[src/rtl/systolic_tile_ctrl_pkg.sv]
// Shared definitions for the systolic tile controller: FSM state encoding and
// helpers that size the beat/word/wait counter from the array geometry.
package systolic_tile_ctrl_pkg;

  localparam logic [2:0] ST_IDLE   = 3'd0;
  localparam logic [2:0] ST_LOAD   = 3'd1;
  localparam logic [2:0] ST_LAUNCH = 3'd2;
  localparam logic [2:0] ST_WAIT   = 3'd3;
  localparam logic [2:0] ST_DRAIN  = 3'd4;

  function automatic int n_in(input int rows, input int cols, input int k);
    return rows * k + k * cols;
  endfunction

  function automatic int n_out(input int rows, input int cols);
    return rows * cols;
  endfunction

  // One counter serves beat index, wait cycles and drain index, so it must cover all three.
  function automatic int ctr_width(input int n_i, input int n_o, input int timeout);
    int m;
    m = n_i;
    if (n_o > m) m = n_o;
    if (timeout + 1 > m) m = timeout + 1;
    return $clog2(m);
  endfunction

endpackage

[src/rtl/systolic_tile_ctrl.sv]
// Host-side initiator for the systolic MAC array: gathers an A/B operand tile from
// a byte stream, launches the array, captures C and streams it back word by word.
module systolic_tile_ctrl
  import systolic_tile_ctrl_pkg::*;
#(
  parameter int DW      = 8,
  parameter int ACCW    = 32,
  parameter int ROWS    = 4,
  parameter int COLS    = 4,
  parameter int K       = 4,
  parameter int TIMEOUT = 64
) (
  input  logic                      clk,
  input  logic                      rst_n,
  input  logic                      in_valid,
  output logic                      in_ready,
  input  logic [DW-1:0]             in_data,
  output logic                      arr_start,
  output logic [ROWS*K*DW-1:0]      arr_A,
  output logic [K*COLS*DW-1:0]      arr_B,
  input  logic                      arr_done,
  input  logic [ROWS*COLS*ACCW-1:0] arr_C,
  output logic                      out_valid,
  input  logic                      out_ready,
  output logic [ACCW-1:0]           out_data,
  output logic                      out_last,
  output logic                      busy,
  output logic                      err
);

  localparam int N_IN  = n_in(ROWS, COLS, K);
  localparam int N_OUT = n_out(ROWS, COLS);
  localparam int N_A   = ROWS * K;
  localparam int N_B   = K * COLS;
  localparam int CW    = ctr_width(N_IN, N_OUT, TIMEOUT);
  localparam int IW    = $clog2(N_IN);
  localparam int OW    = $clog2(N_OUT);

  localparam logic [CW-1:0] LAST_IN  = CW'(N_IN - 1);
  localparam logic [CW-1:0] LAST_OUT = CW'(N_OUT - 1);
  localparam logic [CW-1:0] LAST_WT  = CW'(TIMEOUT - 1);
  localparam logic [CW-1:0] ONE      = CW'(1);

  logic [2:0]      r_state;
  logic [CW-1:0]   r_cnt;
  logic            r_in_ready;
  logic            r_err;
  logic [DW-1:0]   r_ops [N_IN];
  logic [ACCW-1:0] r_c   [N_OUT];

  logic w_in_fire;
  logic w_drain;
  logic w_capture;

  assign w_in_fire = in_valid & r_in_ready;
  assign w_drain   = (r_state == ST_DRAIN);
  assign w_capture = (r_state == ST_WAIT) & arr_done;

  assign in_ready  = r_in_ready;
  assign arr_start = (r_state == ST_LAUNCH);
  assign busy      = (r_state != ST_IDLE);
  assign err       = r_err;
  assign out_valid = w_drain;
  assign out_data  = w_drain ? r_c[r_cnt[OW-1:0]] : '0;
  assign out_last  = w_drain && (r_cnt == LAST_OUT);

  // Beat index doubles as storage address; A and B share one flat operand store.
  always_ff @(posedge clk or negedge rst_n) begin
    if (!rst_n) begin
      for (int i = 0; i < N_IN; i++) r_ops[i] <= '0;
    end else if (w_in_fire) begin
      r_ops[r_cnt[IW-1:0]] <= in_data;
    end
  end

  always_ff @(posedge clk or negedge rst_n) begin
    if (!rst_n) begin
      for (int i = 0; i < N_OUT; i++) r_c[i] <= '0;
    end else if (w_capture) begin
      for (int i = 0; i < N_OUT; i++) r_c[i] <= arr_C[i*ACCW +: ACCW];
    end
  end

  generate
    for (genvar gi = 0; gi < N_A; gi++) begin : g_pack_a
      assign arr_A[gi*DW +: DW] = r_ops[gi];
    end
    for (genvar gi = 0; gi < N_B; gi++) begin : g_pack_b
      assign arr_B[gi*DW +: DW] = r_ops[N_A + gi];
    end
  endgenerate

  always_ff @(posedge clk or negedge rst_n) begin
    if (!rst_n) begin
      r_state    <= ST_IDLE;
      r_cnt      <= '0;
      r_in_ready <= 1'b0;
      r_err      <= 1'b0;
    end else begin
      case (r_state)
        ST_IDLE: begin
          r_in_ready <= 1'b1;
          if (w_in_fire) begin
            r_cnt   <= ONE;
            r_state <= ST_LOAD;
          end
        end
        ST_LOAD: begin
          if (w_in_fire) begin
            if (r_cnt == LAST_IN) begin
              r_cnt      <= '0;
              r_in_ready <= 1'b0;
              r_state    <= ST_LAUNCH;
            end else begin
              r_cnt <= r_cnt + ONE;
            end
          end
        end
        ST_LAUNCH: begin
          r_cnt   <= '0;
          r_state <= ST_WAIT;
        end
        ST_WAIT: begin
          if (arr_done) begin
            r_cnt   <= '0;
            r_state <= ST_DRAIN;
          end else if (r_cnt == LAST_WT) begin
            r_err      <= 1'b1;
            r_cnt      <= '0;
            r_in_ready <= 1'b1;
            r_state    <= ST_IDLE;
          end else begin
            r_cnt <= r_cnt + ONE;
          end
        end
        ST_DRAIN: begin
          if (out_ready) begin
            if (r_cnt == LAST_OUT) begin
              r_cnt      <= '0;
              r_in_ready <= 1'b1;
              r_state    <= ST_IDLE;
            end else begin
              r_cnt <= r_cnt + ONE;
            end
          end
        end
        default: begin
          r_cnt   <= '0;
          r_state <= ST_IDLE;
        end
      endcase
    end
  end

endmodule

[config.mk]
export PLATFORM = sky130hd
export DESIGN_NAME = systolic_tile_ctrl
export DESIGN_NICKNAME = d
export VERILOG_FILES = /design/src/rtl/systolic_tile_ctrl_pkg.sv /design/src/rtl/systolic_tile_ctrl.sv
export SDC_FILE = /design/constraint.sdc
export NUM_CORES = 1
export LEC_CHECK = 0
export ABC_AREA = 1
export CAP_MARGIN = 20
export CORE_AREA = 3 3 319 321
export CTS_CLUSTER_DIAMETER = 60
export DETAILED_ROUTE_END_ITERATION = 8
export DIE_AREA = 0 0 322 324
export GPL_TIMING_DRIVEN = 0
export HOLD_SLACK_MARGIN = 0.15
export PLACE_DENSITY = 0.65
export SLEW_MARGIN = 20
export SYNTH_ARGS = -nofsm -noshare
export SYNTH_HDL_FRONTEND = slang
export SYNTH_SLANG_ARGS = --single-unit
export TNS_END_PERCENT = 100
[constraint.sdc]
create_clock -name clk -period 2.8 [get_ports clk]
set_clock_uncertainty 0.1 [all_clocks]
set_input_delay 0.28 -clock clk [delete_from_list [all_inputs] [get_ports clk]]
set_output_delay 0.28 -clock clk [all_outputs]
set_load 0.02 [all_outputs]
Word level (Yosys, flattened, before mapping)
Cells that the tools add are included.
{ "totals": {"regBits": 780, "latchBits": 0, "mem_bits_rw": 0, "romBits": 0, "in_bits": 525, "output_inout_bits": 294, "wordCells": 115, "mem_count": 0} }
{ "op_classes": {"n_addsub": 1, "multipliers": 0, "div_mod_pow": 0, "magnitude_cmp": 3, "n_eq_ne": 15, "n_shift": 0, "mux": 30, "bitwise": 5, "n_reduce_logical": 9} }
{ "op_table": {"columns": ["operator", "count"], "rows": [
  ["$bwmux 256", 1],
  ["$bmux 32 s4", 1],
  ["$mux 32", 3],
  ["$mux 7", 7],
  ["$demux 8 s5", 1],
  ["$pmux 7 s4", 1],
  ["$mux 3", 7],
  ["$pmux 3 s5", 1],
  ["$ne 2x2->1 const B", 5],
  ["$mux 8", 1],
  ["$add 7x1->7 const B", 1],
  ["$eq 7x4->1 const B", 1],
  ["$eq 7x5->1 const B", 1],
  ["$eq 7x6->1 const B", 1],
  ["$reduce_and 7->1", 1],
  ["$eq 3x2->1 const B", 2],
  ["$ge 6x6->1 const B", 1],
  ["$lt 6x1->1 const B", 1],
  ["$mux 1", 6],
  ["$not 5->6", 1],
  ["$reduce_and 3->1", 2],
  ["$reduce_and 6->1", 1],
  ["$ge 5x5->1 const B", 1],
  ["$not 4->5", 1],
  ["11 further kinds", 14]
]} }

Longest topological paths before layout
{ "depth": {"depth_word": 6, "mapped_depth": 11, "mapped_depth_nobuf": 10} }

Least setup slack after synthesis
OpenSTA, ideal clock, no wires.
{ "synth_path": {"path_kind": "register to register", "from": "register r_cnt[0]", "to": "register r_ops, in the netlist arr_A[5]", "setup_ps": 134, "arrival_ps": 1763, "required_ps": 2566, "path_slack_ps": 803, "path_stages_with_launch": 12, "n_path_buf": 4, "synth_period_minus_slack_ps": 1997, "path_cell_list": "dfrtp_1 > buf_2 > inv_2 > buf_2 > buf_2 > ha_1 > nand2_2 > inv_2 > nand2_1 > clkbuf_1 > nand2_1 > o21ai_0"} }
{ "synth_between": {"elab_chain_cells": 6, "word_cells_on_any_way": 7, "cone_classes": "order compare (2); mux (3); bitwise (1); reduce/logical (1)"} }
{ "synth_rtl": {"columns": ["element", "line_no", "rtl"], "rows": [
  ["from (decl)", "systolic_tile_ctrl.sv:45", "logic [CW-1:0] r_cnt;"],
  ["from (signal assigned)", "systolic_tile_ctrl.sv:115", "r_cnt <= r_cnt + ONE;"],
  ["from (signal assigned)", "systolic_tile_ctrl.sv:133", "r_cnt <= r_cnt + ONE;"],
  ["from (signal assigned)", "systolic_tile_ctrl.sv:143", "r_cnt <= r_cnt + ONE;"],
  ["$not 5->6 (implied by the code) *", "systolic_tile_ctrl.sv:72", "r_ops[r_cnt[IW-1:0]] <= in_data;"],
  ["$ge 6x6->1 (implied by the code) or $lt 6x1->1 (tied branches)", "systolic_tile_ctrl.sv:72", null],
  ["$logic_and 1x1->1 (implied by the code)", "systolic_tile_ctrl.sv:72", null],
  ["$mux 8 (implied by the code)", "systolic_tile_ctrl.sv:72", null],
  ["$demux 8 s5 *", "systolic_tile_ctrl.sv:72", null],
  ["$bwmux 256 *", "systolic_tile_ctrl.sv:72", null],
  ["to (signal, indexed assignment)", "systolic_tile_ctrl.sv:72", null],
  ["to (decl)", "systolic_tile_ctrl.sv:48", "logic [DW-1:0] r_ops [N_IN];"]
]} }
Every way passes the cells marked *; elsewhere a longest branch is shown, timed or not.
A chain may end at the register's enable or synchronous reset.

Worst setup path after layout
{ "layout_path": {"from": "register r_cnt[0]", "to": "output out_data[1]"} }
{ "layout_between": {"elab_chain_cells": 5} }
{ "layout_rtl": {"columns": ["element", "line_no", "rtl"], "rows": [
  ["$not 4->5 (implied by the code)", "systolic_tile_ctrl.sv:64", "assign out_data = w_drain ? r_c[r_cnt[OW-1:0]] : '0;"],
  ["$bmux 32 s4", "systolic_tile_ctrl.sv:64", null],
  ["$mux 32 (implied by the code) (2 in series)", "systolic_tile_ctrl.sv:64", null],
  ["$mux 32", "systolic_tile_ctrl.sv:64", null],
  ["to (decl)", "systolic_tile_ctrl.sv:25", "output logic [ACCW-1:0] out_data,"]
]} }
Every way passes these cells. The select of a mux whose other input is x is not followed.

==> impl_metrics.prom <==
# TYPE chip_impl_metric gauge
chip_impl_info{name="status",value="complete, but fails checks"} 1
chip_impl_info{name="failed_checks",value="negative setup slack"} 1
chip_impl_info{name="hold_wc_path_type",value="in -> reg"} 1
chip_impl_metric{name="largest_net_degree_at_the_start_of_global_routing",unit=""} 130
chip_impl_metric{name="fillCellCount",unit=""} 8789
chip_impl_metric{name="worstPathRequired",unit="ns"} 2.42
chip_impl_metric{name="final_net_count",unit=""} 6151
chip_impl_metric{name="die_width",unit="µm"} 322
chip_impl_metric{name="seq_area_frac_synth",unit="%"} 55.54
chip_impl_metric{name="maxCapViolations",unit=""} 0
chip_impl_metric{name="hold_viol",unit=""} 0
chip_impl_metric{name="synth_seq_cells",unit=""} 780
chip_impl_metric{name="start_util",unit="%"} 35.30
chip_impl_metric{name="floorplan.rows",unit=""} 116
chip_impl_metric{name="antenna_left",unit=""} 0
chip_impl_metric{name="postLayoutSetupSlackWorst",unit="ns"} -0.09993
chip_impl_metric{name="grt_antenna_before_repair",unit=""} 37
chip_impl_info{name="synth.most_common_cell",value="nand2_1"} 1
chip_impl_metric{name="actual_transition_at_the_worst_max_transition_pin",unit="ns"} 0.8921
chip_impl_info{name="path_cells",value="buf_12, inv_16, buf_12, clkbuf_16, nand2_1, nand3_2, nand3_2, nand3_2, a21oi_4, buf_6"} 1
chip_impl_metric{name="path_max_fanout",unit=""} 10
chip_impl_metric{name="synth_top_area_share",unit="%"} 55.54
chip_impl_metric{name="detail_route.wl_per_cell",unit="µm"} 25.85
chip_impl_metric{name="drtIter0Drc",unit=""} 3722
chip_impl_metric{name="drive_gt1_share",unit="%"} 13.38
chip_impl_metric{name="final_core_util",unit="%"} 55.99
chip_impl_metric{name="grt_pass1_wl",unit="mm"} 254.2
chip_impl_info{name="cts_tree",value="built"} 1
chip_impl_metric{name="final_max_slew_viol_count",unit=""} 0
chip_impl_info{name="synth.top_cells.by_area",value="dfrtp_1, nand2_1, nand3_1, o21ai_0, inv_1"} 1
chip_impl_metric{name="gp_congestion",unit=""} 0.9884
chip_impl_metric{name="drt_pre_antenna_iters",unit=""} 6
chip_impl_info{name="start_kind",value="flip-flop"} 1
chip_impl_metric{name="vdd_ir_drop_max",unit="V"} 0.0005314
chip_impl_metric{name="die_h",unit="µm"} 324
chip_impl_metric{name="cts_num_sinks",unit=""} 780
chip_impl_metric{name="floorplan.die_area",unit="µm²"} 104300
chip_impl_metric{name="vias",unit=""} 36429
chip_impl_metric{name="power_leakage",unit="nW"} 25.29
chip_impl_metric{name="drt-vias-per-instance",unit=""} 5.190
chip_impl_metric{name="route.final.wire_length",unit="mm"} 181.4
chip_impl_info{name="timing.critical_path.slowest_stage_cell",value="dfrtp_1"} 1
chip_impl_metric{name="drc",unit=""} 0
chip_impl_metric{name="syn_area",unit="µm²"} 35140
chip_impl_info{name="crit_type",value="reg -> out"} 1
chip_impl_metric{name="timing.critical_path.slowest_cell_delay",unit="ns"} 0.39
chip_impl_metric{name="max_slew_margin",unit="%"} 40.53
chip_impl_metric{name="placement.setup.worst_slack",unit="ns"} -1.356
chip_impl_info{name="cp_common_cell",value="nand3_2"} 1
chip_impl_metric{name="cts-buffers-inserted",unit=""} 93
chip_impl_info{name="setup_repair_after_global_routing_missed_its_margin",value="yes"} 1
chip_impl_metric{name="average_footprint_of_a_synthesized_cell",unit="µm²"} 8.217
chip_impl_metric{name="globalRouteOverflowTotal",unit=""} 0
chip_impl_metric{name="grt_pass1_vias",unit=""} 36930
chip_impl_metric{name="clkLatencyLatePin",unit="ns"} 0.66
chip_impl_metric{name="ys_types",unit=""} 31
chip_impl_metric{name="dp_hpwl",unit="mm"} 135.7
chip_impl_metric{name="fraction_of_the_cycle_the_final_worst_path_needs",unit="%"} 103.6
chip_impl_metric{name="port_buffers",unit=""} 818
chip_impl_metric{name="final.min_clock_period",unit="ns"} 2.900
chip_impl_info{name="synth_top_area_cell",value="dfrtp_1"} 1
chip_impl_metric{name="synth-warning-count",unit=""} 0
chip_impl_metric{name="setup_viol_count_final",unit=""} 22
chip_impl_metric{name="synth_enable_flop_cells",unit=""} 0
chip_impl_metric{name="overall_routing_resource_usage",unit="%"} 33.76
chip_impl_metric{name="coreArea",unit="µm²"} 99570
chip_impl_metric{name="power-per-cell-area",unit="nW/µm²"} 943.9
chip_impl_metric{name="num_io_pins",unit=""} 819
chip_impl_metric{name="mappedNetlistNets",unit=""} 4806
chip_impl_info{name="cts-root-buf",value="clkbuf_16"} 1
chip_impl_metric{name="cts-htree-levels",unit=""} 3
chip_impl_metric{name="area_growth_syn_to_layout",unit="%"} 58.61
chip_impl_metric{name="seqCellArea",unit="µm²"} 19520
chip_impl_info{name="commonest_register_cell_after_synthesis",value="dfrtp_1"} 1
chip_impl_metric{name="worst_hold_slack",unit="ns"} 0.1620
chip_impl_metric{name="max_freq",unit="MHz"} 344.8
chip_impl_info{name="cp_capture_type",value="primary output"} 1
chip_impl_metric{name="total_power",unit="mW"} 52.61
chip_impl_metric{name="synth_cells",unit=""} 4277
chip_impl_metric{name="crit_arrival",unit="ns"} 2.52
chip_impl_metric{name="number_of_buffers_on_the_longest_clock_path",unit=""} 3
chip_impl_metric{name="multiInputGateArea",unit="µm²"} 13700
chip_impl_metric{name="share_of_async_settable_or_async_resettable_flops_after_synthesis",unit="%"} 100.0
chip_impl_info{name="synth.cells.most_frequent",value="nand2_1, dfrtp_1, inv_1, nand3_1, o21ai_0"} 1
chip_impl_metric{name="cts.clk_slew.worst_paths",unit="ns"} 0.06
==> cells in the final DEF, fill, tap and decap left out, drive strengths merged <==
cell,Yosys,layout
nand3,468,468
o21bai,1,1
dlygate4sd3,0,396
nor3,4,4
nand4,1,1
bufinv,0,12
ha,4,4
a21oi,88,88
clkinv,1,13
clkinvlp,0,4
clkdlybuf4s50,0,783
a22oi,1,1
nor2,82,82
dfrtp,780,780
inv,548,556
buf,150,224
clkbuf,131,261
xor2,2,2
dlymetal6s2s,0,1
nand2,1301,1301
o21ai,715,715
diode,0,24
==> state kept, by name, indices dropped and copies added (netlist names) <==
register	count
arr_A	128
arr_B	128
err	1
in_ready	1
r_c	512
r_cnt	7
r_state	3
==> critical path, delay by kind of cell, from the launching register on <==
family | cells | cell delay [ns]
AND/OR/NAND/NOR | 4 | 0.46
flip-flops | 1 | 0.39
buffers and inverters | 5 | 0.72
AO/OA/AOI/OAI | 1 | 0.24
==> metrics by stage <==
step           area (µm²)  std cells  TNS [ns]
2_1_floorplan       35140       4277         0
3_3_place_gp        44960       6393         -
3_5_place_dp        45130       6399    -53.79
4_1_cts             54820       6986    -2.379
5_1_grt             55700       7004    -3.125
6_report            55740       7019   -0.9779
==> layout make-up <==
| class | count | area share (%) |
|---|---|---|
| Multi-Input combinational cell | 2667 | 24.59 |
| Inverter | 549 | 3.762 |
| Buffer | 281 | 4.848 |
| Timing Repair Buffer | 1250 | 22.89 |
| Tap cell | 1298 | 2.914 |
| Sequential cell | 780 | 35.02 |
| Antenna cell | 24 | 0.1077 |
| Clock buffer | 134 | 4.887 |
| Clock inverter | 36 | 0.9899 |
==> cells by family (layout without fill, tap and decap cells) <==
logic type / count (synthesis) / after routing / synth area share [%]
AO/OA/AOI/OAI: 805 / 805 / 11.69
XOR/XNOR: 2 / 2 / 0.04985
adder cells (fa/ha/maj): 4 / 4 / 0.1424
buffers and inverters: 830 / 2250 / 10.45
flip-flops: 780 / 780 / 55.54
other: 0 / 24 / 0
AND/OR/NAND/NOR: 1856 / 1856 / 22.13
==> routing by layer <==
layer	share of wire, %	vias up	GRT usage, %
li1	-	16237	-
met4	7.1	28	20.49
met2	46	1863	54.79
met1	37	17774	39.71
met5	0.092	-	0
met3	9.6	527	9.876
==> worst paths after layout <==
kind	startpoint	to	slack, ns	depth (start not counted)
hold reg to reg	err	err	0.38	1
setup / recovery	r_cnt[0]	out_data[1]	-0.1	10
hold / removal	arr_C[467]	r_c[51]	0.16	3
setup reg to reg	r_cnt[1]	arr_A[12]	0.17	10
min in group asynchronous	rst_n	arr_B[73]	0.57	3
max in group asynchronous	rst_n	r_c[241]	0.37	5
==> where the power goes <==
part           total [mW]  switching (mW)  internal, mW  leakage (nW)
logic                22.8            14.4          8.41          14.1
registers            16.8            1.29          15.5          9.60
clock network        13.1            5.17          7.89          1.60
==> timing repair <==
item | in CTS | in global routing
hold buffers | 396 | 0
gates cloned | 5 | 6
setup buffers | 16 | 3
pin swaps | 54 | 65
resized for setup | 713 | 166
setup endpoints to repair | 177 | 42
hold endpoints to repair | 684 | 0
No activity file was read; power rests on OpenSTA's default activity.
